==> config.mk <==
export PLATFORM = sky130hd
export DESIGN_NAME = muldiv_sequencer
export DESIGN_NICKNAME = d
export VERILOG_FILES = /design/src/rtl/muldiv_sequencer.sv
export SDC_FILE = /design/constraint.sdc
export NUM_CORES = 1
export LEC_CHECK = 0
export ABC_AREA = 1
export CORE_ASPECT_RATIO = 1.4
export CORE_UTILIZATION = 45
export CTS_CLUSTER_DIAMETER = 120
export CTS_CLUSTER_SIZE = 30
export DETAILED_ROUTE_END_ITERATION = 10
export GPL_TIMING_DRIVEN = 0
export SLEW_MARGIN = 20
export SYNTH_ARGS = -nofsm -noshare
export SYNTH_HDL_FRONTEND = slang
export SYNTH_SLANG_ARGS = --single-unit
==> constraint.sdc <==
create_clock -name clk -period 2.6 [get_ports clk]
set_input_delay 0.26 -clock clk [delete_from_list [all_inputs] [get_ports clk]]
set_output_delay 0.26 -clock clk [all_outputs]
set_load 0.01 [all_outputs]
==> src/rtl/muldiv_sequencer.sv <==
// Multi-cycle sequencer for the execute-stage multiply/divide path: shift-add
// multiply or restoring divide over WIDTH iterations, stalling the pipeline meanwhile.
module muldiv_sequencer #(
  parameter int WIDTH = 32,
  parameter int CNT_W = 6
) (
  input  logic             clk,
  input  logic             reset,
  input  logic             start,
  input  logic [3:0]       alu_ctrl,
  input  logic [WIDTH-1:0] op_a,
  input  logic [WIDTH-1:0] op_b,
  input  logic             flush,
  output logic             stall,
  output logic             busy,
  output logic             done,
  output logic [WIDTH-1:0] result,
  output logic             div_zero
);

  localparam logic [3:0] MUL_CODE = 4'b0111;
  localparam logic [3:0] DIV_CODE = 4'b0011;

  typedef enum logic [1:0] {IDLE, CALC, FIX, DONE} state_t;

  state_t           state;
  logic [CNT_W-1:0] cnt;
  // acc = accumulator (mul) / remainder (div); a_reg = multiplicand / dividend->quotient;
  // b_reg = multiplier / divisor magnitude
  logic [WIDTH-1:0] acc, a_reg, b_reg;
  logic             is_mul, sign_q;

  logic             accept;
  logic [WIDTH-1:0] abs_a, abs_b, rem_sh, rem_sub;
  logic             rem_ge;

  assign accept = start && !flush && (alu_ctrl == MUL_CODE || alu_ctrl == DIV_CODE)
                  && (state == IDLE || state == DONE);
  assign busy   = (state == CALC) || (state == FIX);
  assign stall  = busy || accept;
  assign done   = (state == DONE);

  always_comb begin
    abs_a   = op_a[WIDTH-1] ? -op_a : op_a;
    abs_b   = op_b[WIDTH-1] ? -op_b : op_b;
    rem_sh  = {acc[WIDTH-2:0], a_reg[WIDTH-1]};
    rem_ge  = (rem_sh >= b_reg);
    rem_sub = rem_sh - b_reg;
  end

  always_ff @(posedge clk) begin
    if (reset) begin
      state    <= IDLE;
      cnt      <= '0;
      acc      <= '0;
      a_reg    <= '0;
      b_reg    <= '0;
      is_mul   <= 1'b0;
      sign_q   <= 1'b0;
      result   <= '0;
      div_zero <= 1'b0;
    end else if (flush) begin
      state <= IDLE;
      cnt   <= '0;
    end else if (accept) begin
      is_mul <= (alu_ctrl == MUL_CODE);
      cnt    <= CNT_W'(WIDTH);
      acc    <= '0;
      if (alu_ctrl == MUL_CODE) begin
        a_reg <= op_a;
        b_reg <= op_b;
        state <= CALC;
      end else begin
        sign_q <= op_a[WIDTH-1] ^ op_b[WIDTH-1];
        a_reg  <= abs_a;
        b_reg  <= abs_b;
        if (op_b == '0) begin
          state    <= DONE;
          result   <= '1;
          div_zero <= 1'b1;
        end else begin
          state <= CALC;
        end
      end
    end else begin
      case (state)
        CALC: begin
          cnt <= cnt - CNT_W'(1);
          if (cnt == CNT_W'(1)) state <= FIX;
          if (is_mul) begin
            if (b_reg[0]) acc <= acc + a_reg;
            a_reg <= a_reg << 1;
            b_reg <= b_reg >> 1;
          end else begin
            acc   <= rem_ge ? rem_sub : rem_sh;
            a_reg <= {a_reg[WIDTH-2:0], rem_ge};
          end
        end
        FIX: begin
          result   <= is_mul ? acc : (sign_q ? -a_reg : a_reg);
          div_zero <= 1'b0;
          state    <= DONE;
        end
        DONE:    state <= IDLE;
        default: state <= IDLE;
      endcase
    end
  end

endmodule

* Word-level counts from Yosys, hierarchy flattened
Cells that the tools add are included.
** Storage, ports and cells
- Bits in registers :: 139
- Input bits :: 72
- Output and inout bits :: 36
- Logic and storage cells :: 83
** Operators by class
- Add/subtract/negate cells :: 6
- Order comparisons :: 1
- Equality and inequality tests :: 10
- Mux-type cells :: 32
- Bitwise logic cells :: 3
- Reductions and logical operators :: 21
** Operator list (number)
- $mux W32 :: 20
- $neg A32 Y32 :: 3
- $add A32 B32 Y32 :: 1
- $ge A32 B32 Y1 :: 1
- $logic_not A32 Y1 :: 1
- $sub A32 B32 Y32 :: 1
- $mux W6 :: 2
- $reduce_and A3 Y1 :: 3
- $mux W2 :: 4
- $eq A6 B1 Y1 const B :: 1
- $ne A3 B2 Y1 const B :: 2
- $reduce_bool A2 Y1 :: 3
- $sub A6 B1 Y6 const B :: 1
- $mux W1 :: 5
- $eq A2 B2 Y1 const B :: 2
- $eq A4 B2 Y1 const B :: 1
- $eq A4 B3 Y1 const B :: 1
- $logic_or A1 B1 Y1 :: 4
- $pmux W2 S2 :: 1
- $reduce_and A2 Y1 :: 2
- $reduce_and A4 Y1 :: 1
- $logic_and A1 B1 Y1 :: 3
- $reduce_or A3 Y1 :: 1
- $eq A2 B1 Y1 const B :: 1
- 7 further kinds :: 8

* Logic depth before layout (Yosys ltp)
Gate-level depths: netlist (run 1).
- Word-level depth :: 6
- Mapped depth :: 18
- Mapped depth without buffers :: 17

* Least setup slack after synthesis (run 1)
No wires, ideal clock.
- Kind :: reg2reg
- Start point :: reg a_reg[31]
- End point :: reg acc[5]
- Arrival :: 2.190 ns
- Required time :: 2.530 ns
- Path slack :: 0.340 ns
- Stages on the path, launching flop included :: 19
- Buffers on the path :: 2
- Period minus slack after synthesis :: 2.260 ns
- Cells stage by stage :: dfxtp_1 -> inv_1 -> ha_1 -> fa_1 -> inv_1 -> nand2_1 -> nand2_1 -> nand3_1 -> nand2_1 -> nand2_1 -> nand3_2 -> nand2_4 -> nand2_4 -> buf_6 -> buf_6 -> nand2_1 -> nand3_1 -> nand3_1 -> a21oi_1
** On the way
- Longest elaborated chain between the ends :: 5
- Elaborated cells between the ends (all ways) :: 6
- Those cells by class :: add/sub: 1; order compare: 1; mux: 4
** Ends and longest elaborated chain
- start: declaration :: RTL line 30 : logic [WIDTH-1:0] acc, a_reg, b_reg;
- start signal: assignment :: RTL line 70 : a_reg <= op_a;
- start signal: assignment :: RTL line 75 : a_reg <= abs_a;
- start signal: assignment :: RTL line 92 : a_reg <= a_reg << 1;
- $sub A32 B32 Y32 or $ge A32 B32 Y1 (tied branches) :: RTL line 48, 47
- $mux W32 (*) :: RTL line 95 : acc <= rem_ge ? rem_sub : rem_sh;
- $mux W32 (*) :: RTL line 90 : if (is_mul) begin
- $mux W32 (*) :: RTL line 86 : case (state)
- $mux W32 (*) :: RTL line 65 : end else if (accept) begin
- end signal: assignment :: RTL line 91 : if (b_reg[0]) acc <= acc + a_reg;
- end signal: assignment :: RTL line 95
- end: declaration :: RTL line 30
Mark *: on every way between the ends. The rest lies on a longest branch, timed or not. The select of a mux whose other input is x is not followed.
A chain may end at the register's enable or synchronous reset.

* Worst setup path in the final report (run 1)
- Start point :: reg acc[11]
- End point :: reg acc[5]
** On the way
- Longest elaborated chain between the ends :: 5
** Ends and longest elaborated chain
- $ge A32 B32 Y1 :: RTL line 47 : rem_ge = (rem_sh >= b_reg);
- $mux W32 :: RTL line 95
- $mux W32 :: RTL line 90
- $mux W32 :: RTL line 86
- $mux W32 :: RTL line 65
Every way passes these cells. The select of a mux whose other input is x is not followed.

==> results of run 1 <==
## worst register-to-register path, delay by kind of cell, from the launching register on
kind                       cells  cell delay [ns]
and+or+nand+nor               10             1.10
AOI/OAI and AO/OA              1             0.13
adders and majority gates      1             0.42
buffers and inverters          3             0.33
DFF                            1             0.41
## final cells by class
type,count,area [sq um]
Sequential cell,139,2815
Multi-Input combinational cell,1870,9419
Clock inverter,14,183.9
Timing Repair Buffer,110,1094
Tap cell,385,481.7
Buffer,79,422.9
Clock buffer,18,439.2
Inverter,363,1368
Fill cell,3253,13900
## Yosys cell counts, drive strengths merged, types with 10 or more instances
cell type,n
nand2,787
buf,33
or2,15
nor2,217
dfxtp,139
nand4,18
nor4,10
o211ai,29
xnor2,12
inv,358
nand3,187
nor3,40
ha,72
xor2,49
clkbuf,46
a21oi,232
o21ai,155
## layer usage
metal  GRT usage [%]  wire length, um  up-vias
met5               0                0        -
met4           20.86             3209        0
met3           3.457             2970      136
met2           59.65            26200      525
met1           42.74            22890     7318
li1                -                -     8147
## logic make-up after synthesis
logic type / synth area share, %
compound gates: 17.86
xor+xnor: 3.852
fa+ha+maj: 6.785
buf+inv: 12.59
flops: 20.06
simple gates: 38.85
## worst max path at each step
stage,from,slack (ns),cells past startpoint,endpoint
6_report,acc[11],0.11,15,acc[5]
5_1_grt,a_reg[31],-0.01,18,acc[5]
4_1_cts,a_reg[31],0.02,18,acc[5]
3_5_place_dp,a_reg[31],-0.35,17,acc[22]
3_3_place_gp,a_reg[31],-0.31,17,acc[29]
2_1_floorplan,a_reg[31],0.34,18,acc[5]
## power groups by stage
stage / Combinational (mW) / Clock, mW / Sequential (mW)
after detailed placement: 0.663 / 0 / 2.22
after floorplan: 0.372 / 0 / 2.21
after CTS: 0.669 / 2.62 / 2.17
final: 0.680 / 2.63 / 2.17
after global routing: 0.749 / 2.70 / 2.17
after global placement: 0.659 / 0 / 2.22
## what timing repair did
item,4_1_cts,5_1_grt
setup endpoints to repair,38,60
pin swaps,0,2
setup buffers,1,2
resized for setup,11,63
cloned,0,0
==> parameters.txt, run 1 <==
Parameter                              Value

Outcome
  Outcome ... finished, final reports clean

Placement
  Number of input and output port buffers inserted ... 107
  Final GP Congestion ... 0.9505
  Number of placed instances, taps included ... 2,943
  Pre-CTS setup slack ... -0.3475 ns
  HPWL Detailed ... 46,220 um
  Area of placed instances ... 15,420 sq um

Global route
  Vias in the first global route ... 14,965
  Antenna violations before repair ... 1
  Total routing resource utilization after global routing ... 35.25%
  Global-route wire length before repair ... 82,960 um
  Sum of overflow across all layers after global routing ... 0
  Maximum number of pins on one net before global-route repair ... 17

Synth
  Number of flip-flops and latches in the synthesized netlist ... 139
  Cell area after synthesis ... 13,870 sq um
  Area fraction of the dominant cell type after synthesis ... 21.08%
  Synth async-reset ratio ... 0%
  Dominant cells by area after synthesis ... sky130_fd_sc_hd__nand2_1 21%, sky130_fd_sc_hd__dfxtp_1 20%, sky130_fd_sc_hd__inv_1 9.4%, sky130_fd_sc_hd__a21oi_1 8.0%, sky130_fd_sc_hd__nand3_1 6.6%
  Count of mapped cells out of synthesis ... 2,451
  Warnings, synthesis ... 0
  Nets in the synthesized netlist ... 2,597
  Most frequently used flop master after synthesis ... sky130_fd_sc_hd__dfxtp_1
  Post-synth EDFFs ... 0
  Synthesized area divided by synthesized cell count ... 5.658 sq um
  Sequential-to-total area share from yosys stat ... 20.06%
  Top cell type by total area after synthesis ... sky130_fd_sc_hd__nand2_1
  Count of distinct cell types in the synthesized netlist ... 53

Worst setup path
  Worst flop-to-flop path endpoint ... acc[5]
  CP top delay family ... simple AND/OR/NAND/NOR gates
  CP max-delay cell ... sky130_fd_sc_hd__ha_2
  Category of the worst setup path launch point ... register
  Required arrival time at the worst endpoint ... 2.97 ns
  Worst path cell trace ... ha_2 -> nand2_1 -> nor2_4 -> inv_2 -> nor2_2 -> nand3_1 -> nand3_2 -> nand2_4 -> nand2_4 -> buf_8 -> buf_12 -> nand2_1 -> nand3_1 -> nand3_2 -> a21oi_2
  Data arrival time of the critical path ... 2.85 ns
  Critical path's largest stage delay ... 0.42 ns
  Startpoint of the lowest-slack register-to-register path ... acc[11]
  Crit path buffers/inverters ... 3
  Register-to-Register Path Depth ... 15
  Sort of element at the end of the critical path ... register
  Critical path peak fanout ... 10
  Worst setup path category ... reg2reg
  Flop2flop setup slack ... 0.11 ns

Layout
  Number of diodes added for antenna fixing ... 0
  Layout overhead on the synthesized area ... 16.98%
  Final design utilization ... 53.86%
  Commonest non-fill, non-tap cells in the layout ... 776 x sky130_fd_sc_hd__nand2_1, 347 x sky130_fd_sc_hd__inv_1, 218 x sky130_fd_sc_hd__a21oi_1, 208 x sky130_fd_sc_hd__nor2_1, 180 x sky130_fd_sc_hd__nand3_1
  Number of nets at the end of the flow ... 2,726
  Final instance count without filler cells ... 2,978
  Most common cell after layout, fill and taps aside ... sky130_fd_sc_hd__nand2_1
  Design area ... 16,220 sq um
  Fraction of layout instances using a drive strength above 1 ... 6.865%

Power
  Relative contribution of sequential cells to total power ... 39.6%
  Switching share of power ... 27.63%
  Total power divided by cell area ... 337.8 nW/um^2
  Share of total power in combinational logic ... 12.4%
  Maximum vdd ir drop ... 370.4 uV
  Net Sw Power ... 1.514 mW
  Total power consumption of the routed design ... 5.480 mW
  Clock share of power ... 48.0%
  Internal portion of total power ... 3.966 mW
  Static leakage power ... 7.419 nW

STA
  Post-layout min period ... 2.487 ns
  F_max ... 402.2 MHz
  Number of hold-slack violations in the final timing report ... 0
  Worst hold-check slack ... 0.4571 ns
  Slew HR ... 40.39%
  Final setup violating endpoints ... 0
  Aggregate negative setup slack ... 0 ns
  Post-Route Skew ... 0.01631 ns
  RSZ-0062 raised after global routing ... yes
  Share of the clock period used by the worst path after layout ... 95.64%
  Crit path setup slack, layout ... 0.1134 ns
  Max-slew violation count ... 0
  Worst Tran Pin Value ... 0.8942 ns

Hold path
  Path class of the lowest-slack min-delay path ... in2reg
  Worst hold stages ... 3
  Hold-critical path endpoint ... a_reg[31]
  Hold wc startpoint ... op_a[31]

Detailed routing
  Average routed wire per standard cell ... 18.56 um
  DR iter-0 viols ... 1,156
  Total via count in the routed design ... 16,126
  Vias per inst ... 5.415
  Number of nets still failing antenna checks after routing ... 0
  Number of design rule violations left after detail routing ... 0
  Total iterations of the first detailed-routing run ... 6
  Routed WL ... 55,260 um

Clock tree
  Number of buffers inserted during clock tree synthesis ... 17
  Clock transition at the registers of the reported paths ... 0.07 ns
  Clock Tree Root ... sky130_fd_sc_hd__clkbuf_16
  Clock latency of the later-clocked register in the worst-skew pair ... 0.46 ns
  Post-CTS Hold Buffers ... 0
  Num Clock Sinks ... 139
  Clock buffer depth ... 2
  Clock tree from TritonCTS ... yes
  H-tree depth reported by CTS ... 4

Die
  DIE AREA ... 31,530 sq um
  Placeable core area ... 30,120 sq um
  Width of the die ... 150.4 um
  Initial cell density of the core ... 46.04%
  Boundary pin count ... 108
  DIE HEIGHT ... 209.7 um
  Row Count ... 75

Run
  Reported max-cap violation count ... 0
Note: power is estimated with default switching activity, not from simulation.
==> run 2: changes to the inputs <==
Settings changed: SKIP_LAST_GASP from default to 1.
==> run 2 against run 1 <==
Against the previous run: die area did not move; clock-buffer cell count did not move; clock power barely moved.
==> parameters.txt, run 2 (synthesis gave the netlist of run 1 again) <==
Parameter                              Value

Layout
  Number of diodes added for antenna fixing ... 0 (unchanged)
  Number of nets at the end of the flow ... 2,726 (unchanged)
  Final design utilization ... 53.84% (was 53.86%)
  Commonest non-fill, non-tap cells in the layout ... 776 x sky130_fd_sc_hd__nand2_1, 347 x sky130_fd_sc_hd__inv_1, 218 x sky130_fd_sc_hd__a21oi_1, 208 x sky130_fd_sc_hd__nor2_1, 180 x sky130_fd_sc_hd__nand3_1 (unchanged)
  Layout overhead on the synthesized area ... 16.94% (was 16.98%)
  Fraction of layout instances using a drive strength above 1 ... 6.865% (unchanged)
  Design area ... 16,220 sq um (about the same)
  Fill count ... 3,253 (unchanged)
  Most common cell after layout, fill and taps aside ... sky130_fd_sc_hd__nand2_1 (unchanged)

Power
  Static leakage power ... 7.419 nW (about the same)
  Switching share of power ... 27.54% (was 27.63%)
  Maximum vdd ir drop ... 370.4 uV (about the same)
  Internal portion of total power ... 3.966 mW (about the same)
  Share of total power in combinational logic ... 12.4% (about the same)
  Clock share of power ... 47.9% (was 48.0%)
  Total power divided by cell area ... 337.5 nW/um^2 (was 337.8 nW/um^2)
  Net Sw Power ... 1.507 mW (was 1.514 mW)
  Relative contribution of sequential cells to total power ... 39.7% (was 39.6%)

Die
  DIE HEIGHT ... 209.7 um (unchanged)
  Initial cell density of the core ... 46.04% (unchanged)
  Placeable core area ... 30,120 sq um (unchanged)
  Row Count ... 75 (unchanged)
  Width of the die ... 150.4 um (unchanged)
  Boundary pin count ... 108 (unchanged)
  DIE AREA ... 31,530 sq um (unchanged)

Clock tree
  Clock tree from TritonCTS ... yes (unchanged)
  Clock Tree Root ... sky130_fd_sc_hd__clkbuf_16 (unchanged)
  Number of buffers inserted during clock tree synthesis ... 17 (unchanged)
  H-tree depth reported by CTS ... 4 (unchanged)
  Num Clock Sinks ... 139 (unchanged)
  Clock latency of the later-clocked register in the worst-skew pair ... 0.46 ns (about the same)
  Clock transition at the registers of the reported paths ... 0.07 ns (about the same)
  Clock buffer depth ... 2 (unchanged)

Global route
  Antenna violations before repair ... 1 (unchanged)
  Vias in the first global route ... 14,965 (unchanged)
  Global-route wire length before repair ... 82,960 um (unchanged)
  Sum of overflow across all layers after global routing ... 0 (unchanged)
  Total routing resource utilization after global routing ... 35.25% (unchanged)
  Maximum number of pins on one net before global-route repair ... 17 (unchanged)

Hold path
  Hold-critical path endpoint ... a_reg[31] (unchanged)
  Hold wc startpoint ... op_a[31] (unchanged)
  Path class of the lowest-slack min-delay path ... in2reg (unchanged)
  Worst hold stages ... 3 (unchanged)

Detailed routing
  Number of nets still failing antenna checks after routing ... 0 (unchanged)
  Total iterations of the first detailed-routing run ... 6 (unchanged)
  Routed WL ... 55,210 um (was 55,260 um)
  DR iter-0 viols ... 1,155 (was 1,156)
  Total via count in the routed design ... 16,116 (was 16,126)
  Number of design rule violations left after detail routing ... 0 (unchanged)
  Vias per inst ... 5.412 (was 5.415)
  Average routed wire per standard cell ... 18.54 um (was 18.56 um)

Placement
  Number of input and output port buffers inserted ... 107 (unchanged)
  HPWL Detailed ... 46,220 um (unchanged)
  Area of placed instances ... 15,420 sq um (unchanged)
  Final GP Congestion ... 0.9505 (unchanged)

Worst setup path
  Data arrival time of the critical path ... 2.85 ns (about the same)
  Critical path peak fanout ... 10 (unchanged)
  Required arrival time at the worst endpoint ... 2.97 ns (about the same)
  Category of the worst setup path launch point ... register (unchanged)
  Worst flop-to-flop path endpoint ... acc[5] (unchanged)
  Register-to-Register Path Depth ... 15 (unchanged)
  Startpoint of the lowest-slack register-to-register path ... acc[11] (unchanged)
  Worst setup path category ... reg2reg (unchanged)
  Sort of element at the end of the critical path ... register (unchanged)
  Flop2flop setup slack ... 0.12 ns (was 0.11 ns)

STA
  Share of the clock period used by the worst path after layout ... 95.48% (was 95.64%)
  RSZ-0062 raised after global routing ... yes (unchanged)
  Max-slew violation count ... 0 (unchanged)
  Aggregate negative setup slack ... 0 ns (unchanged)
  Worst hold-check slack ... 0.4572 ns (was 0.4571 ns)
  Post-Route Skew ... 0.01520 ns (was 0.01631 ns)
  Worst Tran Pin Value ... 0.8781 ns (was 0.8942 ns)
  Slew HR ... 41.46% (was 40.39%)
  F_max ... 402.8 MHz (was 402.2 MHz)
  Post-layout min period ... 2.483 ns (was 2.487 ns)
  Final setup violating endpoints ... 0 (unchanged)
  Number of hold-slack violations in the final timing report ... 0 (unchanged)

Outcome
  Outcome ... finished, final reports clean (unchanged)

Run
  Reported max-cap violation count ... 0 (unchanged)
## run 2: cell counts in the layout (fill, tap and decap cells not counted)
Identical to the previous run, type by type.
## run 2: worst max-delay path, cell delays in order, from the launching register on
cell                      delay [ns]
sky130_fd_sc_hd__dfxtp_1        0.41
sky130_fd_sc_hd__ha_2           0.42
sky130_fd_sc_hd__nand2_1        0.13
sky130_fd_sc_hd__nor2_4         0.18
sky130_fd_sc_hd__inv_2          0.04
sky130_fd_sc_hd__nor2_2         0.13
sky130_fd_sc_hd__nand3_1        0.12
sky130_fd_sc_hd__nand3_2        0.12
sky130_fd_sc_hd__nand2_4        0.08
sky130_fd_sc_hd__nand2_4        0.10
sky130_fd_sc_hd__buf_8          0.14
sky130_fd_sc_hd__buf_12         0.14
sky130_fd_sc_hd__nand2_1        0.06
sky130_fd_sc_hd__nand3_1        0.09
sky130_fd_sc_hd__nand3_2        0.08
sky130_fd_sc_hd__a21oi_2        0.13
## run 2: layout make-up
cell class / instances / area (sq um) / area share [%]
Clock inverter: 14 / 183.9 / 1.134
Timing Repair Buffer: 110 / 1094 / 6.743
Inverter: 363 / 1368 / 8.432
Multi-Input combinational cell: 1870 / 9414 / 58.05
Clock buffer: 18 / 439.2 / 2.708
Tap cell: 385 / 481.7 / 2.970
Sequential cell: 139 / 2815 / 17.36
Buffer: 79 / 422.9 / 2.608
## run 2: worst max path at each step
stage | from | end | slack, ns | cells past startpoint
6_report | acc[11] | acc[5] | 0.12 | 15
5_1_grt | state[0] | acc[20] | -0.02 | 15
2_1_floorplan | a_reg[31] | acc[5] | 0.34 | 18
3_3_place_gp | a_reg[31] | acc[29] | -0.31 | 17
3_5_place_dp | a_reg[31] | acc[22] | -0.35 | 17
4_1_cts | a_reg[31] | acc[5] | 0.02 | 18
## run 2: power groups by stage
stage	registers, mW	clock network (mW)	logic, mW
2_1_floorplan	2.21	0	0.372
3_3_place_gp	2.22	0	0.659
3_5_place_dp	2.22	0	0.663
4_1_cts	2.17	2.62	0.669
5_1_grt	2.17	2.70	0.749
6_report	2.17	2.62	0.680
## run 2: stage by stage
step                power [mW]  std cells  worst slack (ns)
finish                   5.474       2978            0.1175
floorplan                2.582       2451            0.3395
CTS                      5.462       2976           0.02425
global placement         2.877       2943           -0.3103
detailed placement       2.882       2943           -0.3475
global route             5.623       2978          -0.01711
## run 2: timing repair
action	4_1_cts	5_1_grt
setup buffers	1	2
hold buffers	0	0
pin swaps	0	2
endpoints found under the setup margin	38	60
gates resized for setup	11	62
## run 2: layer usage
metal	up-vias	global-route usage, %	wire length, um
met5	-	0	0
met4	0	20.86	3180
met3	132	3.457	3108
met2	523	59.65	26220
met1	7314	42.74	22700
li1	8147	-	-
